==> src/rtl/mips_multi_ctrl_ws_pkg.sv <==
// rtl/mips_multi_ctrl_ws_pkg.sv - shared encodings for the multicycle MIPS controller
package mips_multi_ctrl_ws_pkg;

    typedef enum logic [4:0] {
        S_FETCH   = 5'd0,
        S_DECODE  = 5'd1,
        S_MEMADR  = 5'd2,
        S_MEMRD   = 5'd3,
        S_MEMWB   = 5'd4,
        S_MEMWR   = 5'd5,
        S_RTYPEEX = 5'd6,
        S_RTYPEWB = 5'd7,
        S_BEQEX   = 5'd8,
        S_BNEEX   = 5'd9,
        S_IMMEX   = 5'd10,
        S_IMMWB   = 5'd11,
        S_JEX     = 5'd12,
        S_TRAP    = 5'd13
    } state_t;

    typedef enum logic [2:0] {
        ALUOP_ADD   = 3'd0,
        ALUOP_SUB   = 3'd1,
        ALUOP_FUNCT = 3'd2,
        ALUOP_AND   = 3'd3,
        ALUOP_OR    = 3'd4,
        ALUOP_XOR   = 3'd5,
        ALUOP_SLT   = 3'd6
    } aluop_t;

    localparam logic [5:0] OP_RTYPE = 6'b000000;
    localparam logic [5:0] OP_LW    = 6'b100011;
    localparam logic [5:0] OP_SW    = 6'b101011;
    localparam logic [5:0] OP_LB    = 6'b100000;
    localparam logic [5:0] OP_LBU   = 6'b100100;
    localparam logic [5:0] OP_BEQ   = 6'b000100;
    localparam logic [5:0] OP_BNE   = 6'b000101;
    localparam logic [5:0] OP_ADDI  = 6'b001000;
    localparam logic [5:0] OP_ANDI  = 6'b001100;
    localparam logic [5:0] OP_ORI   = 6'b001101;
    localparam logic [5:0] OP_XORI  = 6'b001110;
    localparam logic [5:0] OP_SLTI  = 6'b001010;
    localparam logic [5:0] OP_J     = 6'b000010;

    localparam logic [5:0] FN_ADD   = 6'b100000;
    localparam logic [5:0] FN_SUB   = 6'b100010;
    localparam logic [5:0] FN_AND   = 6'b100100;
    localparam logic [5:0] FN_OR    = 6'b100101;
    localparam logic [5:0] FN_XOR   = 6'b100110;
    localparam logic [5:0] FN_SLT   = 6'b101010;
    localparam logic [5:0] FN_SRLV  = 6'b000110;

    localparam logic [3:0] ALU_ADD  = 4'b0010;
    localparam logic [3:0] ALU_SUB  = 4'b1010;
    localparam logic [3:0] ALU_AND  = 4'b0000;
    localparam logic [3:0] ALU_OR   = 4'b0001;
    localparam logic [3:0] ALU_XOR  = 4'b0101;
    localparam logic [3:0] ALU_SLT  = 4'b1011;
    localparam logic [3:0] ALU_SRLV = 4'b0100;

    localparam logic [2:0] SRCB_REG     = 3'd0;
    localparam logic [2:0] SRCB_FOUR    = 3'd1;
    localparam logic [2:0] SRCB_SIGNIMM = 3'd2;
    localparam logic [2:0] SRCB_BRANCH  = 3'd3;
    localparam logic [2:0] SRCB_ZEROIMM = 3'd4;

    localparam logic [1:0] PCSRC_ALU    = 2'd0;
    localparam logic [1:0] PCSRC_ALUOUT = 2'd1;
    localparam logic [1:0] PCSRC_JUMP   = 2'd2;

endpackage

==> src/rtl/mips_multi_aludec.sv <==
// rtl/mips_multi_aludec.sv - ALU decoder: aluop + funct to alucontrol, flags unknown R-type funct
module mips_multi_aludec
    import mips_multi_ctrl_ws_pkg::*;
(
    input  logic [2:0] aluop,
    input  logic [5:0] funct,
    output logic [3:0] alucontrol,
    output logic       funct_illegal
);

    always_comb begin
        alucontrol    = ALU_ADD;
        funct_illegal = 1'b0;
        case (aluop)
            ALUOP_ADD: alucontrol = ALU_ADD;
            ALUOP_SUB: alucontrol = ALU_SUB;
            ALUOP_AND: alucontrol = ALU_AND;
            ALUOP_OR:  alucontrol = ALU_OR;
            ALUOP_XOR: alucontrol = ALU_XOR;
            ALUOP_SLT: alucontrol = ALU_SLT;
            ALUOP_FUNCT: begin
                case (funct)
                    FN_ADD:  alucontrol = ALU_ADD;
                    FN_SUB:  alucontrol = ALU_SUB;
                    FN_AND:  alucontrol = ALU_AND;
                    FN_OR:   alucontrol = ALU_OR;
                    FN_XOR:  alucontrol = ALU_XOR;
                    FN_SLT:  alucontrol = ALU_SLT;
                    FN_SRLV: alucontrol = ALU_SRLV;
                    default: funct_illegal = 1'b1;
                endcase
            end
            default: alucontrol = ALU_ADD;
        endcase
    end

endmodule

==> src/rtl/mips_multi_ctrl_ws.sv <==
// rtl/mips_multi_ctrl_ws.sv - multicycle MIPS main FSM with memory wait states, bus timeout and trap
module mips_multi_ctrl_ws
    import mips_multi_ctrl_ws_pkg::*;
#(
    parameter int MEM_TIMEOUT = 16,
    parameter int BYTE_LD_EN  = 1
) (
    input  logic       clk,
    input  logic       reset,
    input  logic [5:0] op,
    input  logic [5:0] funct,
    input  logic       zero,
    input  logic       mem_ready,
    output logic       pcen,
    output logic       memread,
    output logic       memwrite,
    output logic       irwrite,
    output logic       regwrite,
    output logic       alusrca,
    output logic       iord,
    output logic       memtoreg,
    output logic       regdst,
    output logic [2:0] alusrcb,
    output logic [1:0] pcsrc,
    output logic [3:0] alucontrol,
    output logic       lbu,
    output logic       lbsign,
    output logic       illegal,
    output logic       buserr
);

    localparam int CW = (MEM_TIMEOUT > 0) ? $clog2(MEM_TIMEOUT + 1) : 1;
    localparam logic [CW-1:0] TMO_CNT = CW'(MEM_TIMEOUT);

    state_t        state, state_next;
    logic [CW-1:0] wcnt;
    logic [2:0]    aluop;
    logic [3:0]    dec_alucontrol;
    logic          funct_illegal;
    logic          pcwrite, branch, bne_br;
    logic          mem_state, tmo;
    logic          is_lb, is_lbu;

    mips_multi_aludec u_aludec (
        .aluop         (aluop),
        .funct         (funct),
        .alucontrol    (dec_alucontrol),
        .funct_illegal (funct_illegal)
    );

    assign is_lb     = (BYTE_LD_EN != 0) && (op == OP_LB);
    assign is_lbu    = (BYTE_LD_EN != 0) && (op == OP_LBU);
    assign mem_state = (state == S_FETCH) || (state == S_MEMRD) || (state == S_MEMWR);
    assign tmo       = (MEM_TIMEOUT != 0) && mem_state && (wcnt == TMO_CNT) && !mem_ready;

    always_ff @(posedge clk or negedge reset) begin
        if (!reset) begin
            state <= S_FETCH;
            wcnt  <= '0;
        end else begin
            state <= state_next;
            // Counter restarts on every entry to a memory state, including FETCH after a timeout.
            if (state_next != state || mem_ready || tmo || !mem_state || MEM_TIMEOUT == 0)
                wcnt <= '0;
            else
                wcnt <= wcnt + CW'(1);
        end
    end

    always_comb begin
        state_next = state;
        aluop      = ALUOP_ADD;
        pcwrite    = 1'b0;
        branch     = 1'b0;
        bne_br     = 1'b0;
        memread    = 1'b0;
        memwrite   = 1'b0;
        irwrite    = 1'b0;
        regwrite   = 1'b0;
        alusrca    = 1'b0;
        iord       = 1'b0;
        memtoreg   = 1'b0;
        regdst     = 1'b0;
        alusrcb    = SRCB_REG;
        pcsrc      = PCSRC_ALU;
        lbu        = 1'b0;
        lbsign     = 1'b0;
        illegal    = 1'b0;
        buserr     = 1'b0;
        if (reset) begin
            case (state)
                S_FETCH: begin
                    alusrcb = SRCB_FOUR;
                    if (tmo) begin
                        buserr = 1'b1;
                    end else begin
                        memread = 1'b1;
                        if (mem_ready) begin
                            irwrite    = 1'b1;
                            pcwrite    = 1'b1;
                            state_next = S_DECODE;
                        end
                    end
                end
                S_DECODE: begin
                    alusrcb = SRCB_BRANCH;
                    if (op == OP_LW || op == OP_SW || is_lb || is_lbu)
                        state_next = S_MEMADR;
                    else if (op == OP_RTYPE)
                        state_next = S_RTYPEEX;
                    else if (op == OP_BEQ)
                        state_next = S_BEQEX;
                    else if (op == OP_BNE)
                        state_next = S_BNEEX;
                    else if (op == OP_ADDI || op == OP_ANDI || op == OP_ORI ||
                             op == OP_XORI || op == OP_SLTI)
                        state_next = S_IMMEX;
                    else if (op == OP_J)
                        state_next = S_JEX;
                    else
                        state_next = S_TRAP;
                end
                S_MEMADR: begin
                    alusrca    = 1'b1;
                    alusrcb    = SRCB_SIGNIMM;
                    state_next = (op == OP_SW) ? S_MEMWR : S_MEMRD;
                end
                S_MEMRD: begin
                    iord   = 1'b1;
                    lbu    = is_lb || is_lbu;
                    lbsign = is_lb;
                    if (tmo) begin
                        buserr     = 1'b1;
                        state_next = S_FETCH;
                    end else begin
                        memread = 1'b1;
                        if (mem_ready)
                            state_next = S_MEMWB;
                    end
                end
                S_MEMWB: begin
                    regwrite   = 1'b1;
                    memtoreg   = 1'b1;
                    state_next = S_FETCH;
                end
                S_MEMWR: begin
                    iord = 1'b1;
                    if (tmo) begin
                        buserr     = 1'b1;
                        state_next = S_FETCH;
                    end else begin
                        memwrite = 1'b1;
                        if (mem_ready)
                            state_next = S_FETCH;
                    end
                end
                S_RTYPEEX: begin
                    alusrca    = 1'b1;
                    aluop      = ALUOP_FUNCT;
                    state_next = funct_illegal ? S_TRAP : S_RTYPEWB;
                end
                S_RTYPEWB: begin
                    regwrite   = 1'b1;
                    regdst     = 1'b1;
                    state_next = S_FETCH;
                end
                S_IMMEX: begin
                    alusrca = 1'b1;
                    alusrcb = (op == OP_ADDI || op == OP_SLTI) ? SRCB_SIGNIMM : SRCB_ZEROIMM;
                    case (op)
                        OP_ANDI: aluop = ALUOP_AND;
                        OP_ORI:  aluop = ALUOP_OR;
                        OP_XORI: aluop = ALUOP_XOR;
                        OP_SLTI: aluop = ALUOP_SLT;
                        default: aluop = ALUOP_ADD;
                    endcase
                    state_next = S_IMMWB;
                end
                S_IMMWB: begin
                    regwrite   = 1'b1;
                    state_next = S_FETCH;
                end
                S_BEQEX, S_BNEEX: begin
                    alusrca    = 1'b1;
                    aluop      = ALUOP_SUB;
                    pcsrc      = PCSRC_ALUOUT;
                    branch     = (state == S_BEQEX);
                    bne_br     = (state == S_BNEEX);
                    state_next = S_FETCH;
                end
                S_JEX: begin
                    pcwrite    = 1'b1;
                    pcsrc      = PCSRC_JUMP;
                    state_next = S_FETCH;
                end
                S_TRAP: begin
                    illegal    = 1'b1;
                    state_next = S_FETCH;
                end
                default: state_next = S_FETCH;
            endcase
        end
    end

    assign alucontrol = reset ? dec_alucontrol : 4'b0000;
    assign pcen       = pcwrite | (branch & zero) | (bne_br & ~zero);

endmodule

==> config.mk <==
export PLATFORM = sky130hd
export DESIGN_NAME = mips_multi_ctrl_ws
export DESIGN_NICKNAME = d
export VERILOG_FILES = /design/src/rtl/mips_multi_ctrl_ws_pkg.sv /design/src/rtl/mips_multi_aludec.sv /design/src/rtl/mips_multi_ctrl_ws.sv
export SDC_FILE = /design/constraint.sdc
export NUM_CORES = 1
export LEC_CHECK = 0
export CORE_ASPECT_RATIO = 0.6
export CORE_UTILIZATION = 33
export CTS_CLUSTER_DIAMETER = 80
export DETAILED_ROUTE_END_ITERATION = 8
export DONT_BUFFER_PORTS = 1
export PLACE_DENSITY = 0.54
export SYNTH_ARGS = -nofsm -noshare
export SYNTH_HDL_FRONTEND = slang
export SYNTH_HIERARCHICAL = 1
export SYNTH_SLANG_ARGS = --single-unit
export TNS_END_PERCENT = 1
==> constraint.sdc <==
create_clock -name clk -period 9.27 [get_ports clk]
set_input_delay 2.3175 -clock clk [delete_from_list [all_inputs] [get_ports clk]]
set_output_delay 2.3175 -clock clk [all_outputs]
set_load 0.01 [all_outputs]
Word-level counts from Yosys, hierarchy flattened
Index checks and enable logic that the tools add are counted.

word-level totals
  register bits after elaboration = 10
  input port bits = 16
  output and inout port bits = 22
  logic and storage cells = 139

cells by class
  add/subtract/negate cells = 1
  equality and inequality tests = 40
  mux-type cells = 64
  bitwise operators = 5
  reduce and logical (&&, ||, !) cells = 27

operator list
  operator               count
  $eq A6 B6 Y1 const B   10
  $pmux W4 S6            2
  $mux W5                8
  $mux W1                36
  $pmux W5 S7            1
  $eq A5 B4 Y1 const B   6
  $eq A6 B4 Y1 const B   5
  $pmux W3 S4            2
  $mux W3                7
  $eq A5 B3 Y1 const B   4
  $eq A6 B3 Y1 const B   3
  $mux W4                4
  $logic_or A1 B1 Y1     14
  $eq A5 B2 Y1 const B   2
  $eq A3 B3 Y1 const B   3
  $pmux W3 S3            1
  $reduce_or A7 Y1       1
  $eq A3 B2 Y1 const B   2
  $eq A6 B2 Y1 const B   1
  $logic_not A6 Y1       1
  $reduce_or A2 Y1       3
  $reduce_or A3 Y1       2
  $add A5 B1 Y5 const B  1
  $eq A5 B1 Y1 const B   1
  13 further kinds       17

Longest topological paths before layout
Gate-level depths: netlist of the first run.

  word-level depth = 17
  mapped depth = 11
  mapped depth without buffers = 10

Modules after synthesis
Netlist of the first run, hierarchy kept.

by module, submodules not included
  module              times used  cells an instance  area each (µm²)  seq. area each (µm²)
  mips_multi_ctrl_ws  1           157                1098.6           250.2
  mips_multi_aludec   1           30                 192.7            0.0

Worst setup path before layout of the first run
Ideal clock, no wire load.

  path kind = in2out
  from = input port op[0]
  to = output port alucontrol[1]
  arrival time = 4.219 ns
  required time = 6.953 ns
  path slack = 2.733 ns
  stages on the path = 9
  buffers on the path = 1
  path through = clkbuf_1 -> inv_1 -> nor3_1 -> a21oi_1 -> nor4_1 -> nor2b_1 -> nor2b_1 -> a221oi_1 -> and2_1

on the way
  longest elaborated chain between the ends = 7
  elaborated cells between the ends (all ways) = 15
  classes of those cells = eq/ne: 10; mux: 5

ends and longest elaborated chain
  element                                     line                       source
  start: declaration                          mips_multi_ctrl_ws.sv:10   input logic [5:0] op,
  $eq A6 B4 Y1                                mips_multi_ctrl_ws.sv:170  case (op)
  $pmux W3 S4 *                               mips_multi_ctrl_ws.sv:170
  $pmux W3 S3 *                               mips_multi_ctrl_ws.sv:91   case (state)
  $mux W3 *                                   mips_multi_ctrl_ws.sv:90   if (reset) begin
  via aluop[2]                                mips_multi_ctrl_ws.sv:37   logic [2:0] aluop;
  $eq A3 B2 Y1, or another cell as far along  mips_multi_aludec.sv:14    case (aluop)
  $pmux W4 S6 *                               mips_multi_aludec.sv:14
  via dec_alucontrol[1]                       mips_multi_ctrl_ws.sv:38   logic [3:0] dec_alucontrol;
  $mux W4 *                                   mips_multi_ctrl_ws.sv:205  assign alucontrol = reset ? dec_alucontrol : 4'b0000;
  end: declaration                            mips_multi_ctrl_ws.sv:25   output logic [3:0] alucontrol,

The timed path passes the listed nets; every way through them passes the cells marked *.

Worst setup path after layout of the first run
  from = input port reset
  to = output port alucontrol[1]

on the way
  longest elaborated chain between the ends = 4
  elaborated cells between the ends (all ways) = 9
  classes of those cells = eq/ne: 6; mux: 3

ends and longest elaborated chain
  element                                     line                       source
  start: declaration                          mips_multi_ctrl_ws.sv:9    input logic reset,
  $mux W3 *                                   mips_multi_ctrl_ws.sv:90
  via aluop[2]                                mips_multi_ctrl_ws.sv:37
  $eq A3 B2 Y1, or another cell as far along  mips_multi_aludec.sv:14
  $pmux W4 S6 *                               mips_multi_aludec.sv:14
  via dec_alucontrol[1]                       mips_multi_ctrl_ws.sv:38
  $mux W4 *                                   mips_multi_ctrl_ws.sv:205

Marked as above.

==> flow_summary.ini, run 1 <==
[timing]
fin_hold_ws_ns = 0.5090
relSlewSlack_pct = 23.35
clock.fmax_mhz = 143.1
setup_viol = 0
layout_setup_ws_ns = 2.283
fin_tns_setup_ns = 0
post-route-min-period_ns = 6.987
worst_pin_slew_ns = 1.139
hold_viol_final = 0
fin_crit_sh_pct = 75.37
report.final.slew_viol_count = 0
rsz0062_at_grt = no
clock_skew_ns = 0.002025

[detailed_routing]
first_iter_violations = 86
postRouteAntennaNets = 0
drcViolationCount = 0
num_vias = 1377
wirelength_mm = 3.758
first_pass_iters = 6
route.detailed.wl_per_inst_um = 16.70
vias_per_cell = 6.120

[flow_run]
cap_viol_max_count = 0

[cells_and_area]
final_cell_count_no_fill = 225
post-route-util_pct = 36.41
nets = 197
final_common_cell = nor2_1
syn_to_final_growth_pct = 4.360
final_cell_mix = 24 x nor2_1, 14 x nor3_1, 13 x nand2_1
n_antenna_cell = 0
drive_gt1_share_pct = 5.056

[clocking]
clk_latency_ns = 0.24
cts_resized = 0
cts_hold_buffers = 0
cts_buffers = 3
post_cts_buffers = 0
clkTransAtPathRegs_ns = 0.05
cts_tree = yes
ctsRootBufferMaster = clkbuf_8
ctsHtreeMaxLevel = 1
clk_path_buf_depth = 2
clock_sinks = 10

[yosys]
ys_ff_latch = 10
synth-warning-count = 6
yosysSeqAreaShare_pct = 19.38
synth_edf_count = 0
synth_ff_type = dfrtp_1
synth_cells = 187
avgSynthCellArea_um2 = 6.905
synth_fp_nets = 205
async_reset_ff_share_pct = 100.0
synth_cell_types = 52
synth_area_mm2 = 0.001291

[global_route]
grt_usage_pct = 18.75
grt_max_degree = 24
antenna_found_initial = 0
grt-ovfl-total = 0
grt_pass1_vias = 1202
grt_pass1_wl_mm = 5.906

[power]
vdd_drop_max_mv = 0.08057
p_int_uw = 142.5
p_clk_share_pct = 19.4
leakage_uw = 0.0004975
power_switching_uw = 138.8
combPwrFrac_pct = 50.3
powerDensity_mw_per_mm2 = 208.8
power_frac_seq_pct = 30.3
swShare_pct = 49.34

[floorplanning]
die_y_um = 50.46
rows = 17
core_area_mm2 = 0.003701
start_util_pct = 34.89
die_w_um = 82.76
design.die.area_mm2 = 0.004175
ioPinCount = 38

[critical_path]
critPathMaxFanout = 23
start_kind = input port
slowest_stage = nor4_1
cp_cell_sequence = nor2b_1, nand3_1, nor4_1, nor2b_1, nor2b_1, a221oi_1, and2_1
end_kind = primary output
worstSetupPathType = in -> out
arrival_ns = 4.67
worstPathRequired_ns = 6.95
crit_path_frequent_cell = nor2b_1
cp_slowest_stage_delay_ns = 0.95

[outcome]
status = completed

[hold_path]
hold_class = reg -> reg

[placed_design]
dp.cells = 221
gp_congestion = 0.8451
post-dp-hpwl_mm = 2.910
place_ws_ns = 2.318
port_buffers = 0
-- cell usage after synthesis (4+ instances only) --
cell      instances  area (um^2)
nor2_1           24        90.09
nor3_1           14        70.07
nand2_1          13        48.80
a21oi_1          11        55.05
dfrtp_1          10        250.2
inv_1             9        33.78
nand3_1           9        45.04
nor2b_1           9        56.30
nand2b_1          8        50.05
clkbuf_1          7        26.28
and2_1            6        37.54
nor4_1            6        37.54
o21ai_0           4        20.02
xor2_1            4        35.03
-- worst paths after layout --
check / start / endpoint / slack [ns] / depth (start not counted)
max in group asynchronous: reset / wcnt[1]$_DFF_PN0_ / 7.43 / 0
min: wcnt[0]$_DFF_PN0_ / wcnt[0]$_DFF_PN0_ / 0.51 / 1
min in group asynchronous: reset / state[4]$_DFF_PN0_ / 1.77 / 0
max reg2reg: state[1]$_DFF_PN0_ / state[1]$_DFF_PN0_ / 6.45 / 8
min reg2reg: wcnt[0]$_DFF_PN0_ / wcnt[0]$_DFF_PN0_ / 0.51 / 1
max: reset / alucontrol[1] / 2.28 / 7
-- final cells by class --
class	instances	area, um^2
fill	400	2354
multi-input combinational	155	949.7
sequential	10	250.2
tap	47	58.81
clock buffer	4	55.05
inverter	9	33.78
-- power groups by stage --
stage / combinational [uW] / clock [uW] / sequential, uW
floorplan: 135 / 0 / 61.6
global placement: 137 / 0 / 84.3
detailed placement: 137 / 0 / 84.8
CTS: 138 / 55.9 / 84.1
global route: 155 / 59.0 / 88.3
finish: 141 / 54.7 / 85.3
-- state kept, by name, indices dropped and copies added, names as in the netlist --
register,count
wcnt,5
state,5
-- per-layer routing --
| layer | track usage (%) | wire, um | share of wire (%) |
|---|---|---|---|
| met5 | 0 | 0 | 0 |
| met4 | 4.598 | 14 | 0.37 |
| met3 | 6.545 | 439 | 12 |
| met2 | 27.60 | 1573 | 42 |
| met1 | 25.88 | 1732 | 46 |
-- logic make-up (layout without fill, tap and decap cells) --
kind of cell,count (synthesis),in the layout,synth area share [%]
adder cells (fa/ha/maj),2,2,1.938
AO/OA/AOI/OAI,41,41,22.29
buffers and inverters,22,13,7.073
XOR/XNOR,7,7,4.748
multiplexers,2,2,1.550
flip-flops,10,10,19.38
AND/OR/NAND/NOR,103,103,43.03
-- metrics by stage --
stage,instance area [um^2],total power [uW]
after floorplan,1291,196.8
after global placement,1292,221.4
after detailed placement,1292,221.8
after CTS,1348,277.8
after global routing,1348,302.2
final,1348,281.4
-- worst max-delay path, delay by kind of cell --
family             cells  cell delay, ns
and+or+nand+nor        6            2.08
AOI/OAI and AO/OA      1            0.26
Note: power is estimated with default switching activity, not from simulation.
==> run 2: changes to the inputs <==
--- a/config.mk
+++ b/config.mk
@@ -10,7 +10,7 @@
 export CTS_CLUSTER_DIAMETER = 80
 export DETAILED_ROUTE_END_ITERATION = 8
 export DONT_BUFFER_PORTS = 1
-export PLACE_DENSITY = 0.54
+export PLACE_DENSITY = 0.55
 export SYNTH_ARGS = -nofsm -noshare
 export SYNTH_HDL_FRONTEND = slang
 export SYNTH_HIERARCHICAL = 1
==> constraint.sdc (replaced) <==
create_clock -name clk -period 5.7 [get_ports clk]
set_input_delay 1.425 -clock clk [delete_from_list [all_inputs] [get_ports clk]]
set_output_delay 1.425 -clock clk [all_outputs]
set_load 0.01 [all_outputs]
==> flow_summary.ini, run 2 (same netlist as run 1, synthesis figures left out) <==
[outcome]
status = completed

[critical_path]
critPathBufInv = 1
crit_start = reset
crit_path_frequent_cell = nor2b_1
critPathMaxFanout = 23
cp_cell_sequence = nor2b_1, nand3_1, nor4_1, buf_4, nor2b_1, nor2b_1, a221oi_1, and2_1
cp_slowest_stage_delay_ns = 0.43
ff2ff_setup_slack_ns = 3.02
arrival_ns = 3.18
slowest_stage = nor2b_1
worstSetupPathType = in -> out
end_kind = primary output
rr_endpoint = state[1]$_DFF_PN0_
cp_top_family = simple AND/OR/NAND/NOR gates
worstPathRequired_ns = 4.28
rr_worst_depth = 10
reg2reg_from = state[2]$_DFF_PN0_
start_kind = input port

[placed_design]
place_area_mm2 = 0.001300
post-dp-hpwl_mm = 2.867
gp_congestion = 0.8450
port_buffers = 0
place_ws_ns = 1.136

[power]
powerDensity_mw_per_mm2 = 323.8
vdd_drop_max_mv = 0.1157
leakage_uw = 0.0004958

[clocking]
ctsHtreeMaxLevel = 1
clkTransAtPathRegs_ns = 0.05
ctsRootBufferMaster = clkbuf_8
clock_sinks = 10
post_cts_buffers = 0
cts_hold_buffers = 0
cts_buffers = 3
cts_resized = 0
clk_path_buf_depth = 2
cts_tree = yes
clk_latency_ns = 0.23

[timing]
setup_viol = 0
layout_setup_ws_ns = 1.096
worst_pin_slew_ns = 0.6284
clock.fmax_mhz = 217.2
clock_skew_ns = 0.006053
fin_crit_sh_pct = 80.78
post-route-min-period_ns = 4.604
fin_tns_setup_ns = 0
relSlewSlack_pct = 57.72
fin_hold_ws_ns = 0.4921
rsz0062_at_grt = no
report.final.slew_viol_count = 0
hold_viol_final = 0

[global_route]
grt_max_degree = 24
antenna_found_initial = 0
grt_usage_pct = 18.30
grt_pass1_wl_mm = 5.892
grt-ovfl-total = 0
grt_pass1_vias = 1220

[detailed_routing]
postRouteAntennaNets = 0
drcViolationCount = 0
first_pass_iters = 6
route.detailed.wl_per_inst_um = 16.01
num_vias = 1332
wirelength_mm = 3.602
first_iter_violations = 163
vias_per_cell = 5.920

[cells_and_area]
drive_gt1_share_pct = 5.056
final_cell_mix = 24 x nor2_1, 14 x nor3_1, 13 x nand2_1
final_common_cell = nor2_1
post-route-util_pct = 36.24
nets = 198
reg_top3 = state (5), wcnt (5)
n_antenna_cell = 0
stdcell_area_mm2 = 0.001341
syn_to_final_growth_pct = 3.876

[floorplanning]
rows = 17
die_w_um = 82.76
die_y_um = 50.46
ioPinCount = 38
design.die.area_mm2 = 0.004175
start_util_pct = 34.89
core_area_mm2 = 0.003701

[hold_path]
min_delay_path_depth = 1
worstHoldEndpoint = wcnt[0]$_DFF_PN0_
hold_start = wcnt[0]$_DFF_PN0_
hold_class = reg -> reg

[flow_run]
cap_viol_max_count = 0
-- run 2: final cells by class --
type	instances	area [um^2]
Tap cell	47	58.81
Multi-Input combinational cell	155	949.7
Timing Repair Buffer	1	7.507
Fill cell	395	2360
Clock buffer	3	41.29
Inverter	9	33.78
Sequential cell	10	250.2
-- run 2: worst reg2reg max path: cells and delay by family (launching register included) --
| family | cells | cell delay [ns] |
|---|---|---|
| AND/OR/NAND/NOR | 4 | 0.97 |
| flip-flops | 1 | 0.64 |
| AO/OA/AOI/OAI | 5 | 0.80 |
| buffers and inverters | 1 | 0.17 |
-- run 2: routing by layer --
layer  global-route usage, %  vias to the layer above  part of all wire [%]  wire, um
li1                        -                      662                     -         -
met1                   28.00                      614                    48      1717
met3                   5.455                        0                    13       465
met2                   25.27                       56                    39      1419
met5                       0                        -                     0         0
met4                   2.299                        0                     0         0
-- run 2: how the worst max path moves through the flow --
stage,end,slack [ns],depth (start not counted)
3_5_place_dp,alucontrol[1],1.14,8
2_1_floorplan,alucontrol[1],0.95,9
3_3_place_gp,alucontrol[1],1.24,8
4_1_cts,alucontrol[1],1.13,8
6_report,alucontrol[1],1.10,8
5_1_grt,alucontrol[1],0.88,8
-- run 2: power by group --
| group | internal, uW | switching (uW) |
|---|---|---|
| logic | 85.0 | 140 |
| registers | 86.3 | 53.1 |
| clock network | 46.0 | 24.2 |
| total | 217 | 217 |
-- run 2: through the flow --
step,power [uW],cells
2_1_floorplan,320.0,187
3_3_place_gp,359.3,222
3_5_place_dp,359.4,222
4_1_cts,431.2,225
5_1_grt,470.6,225
6_report,434.3,225
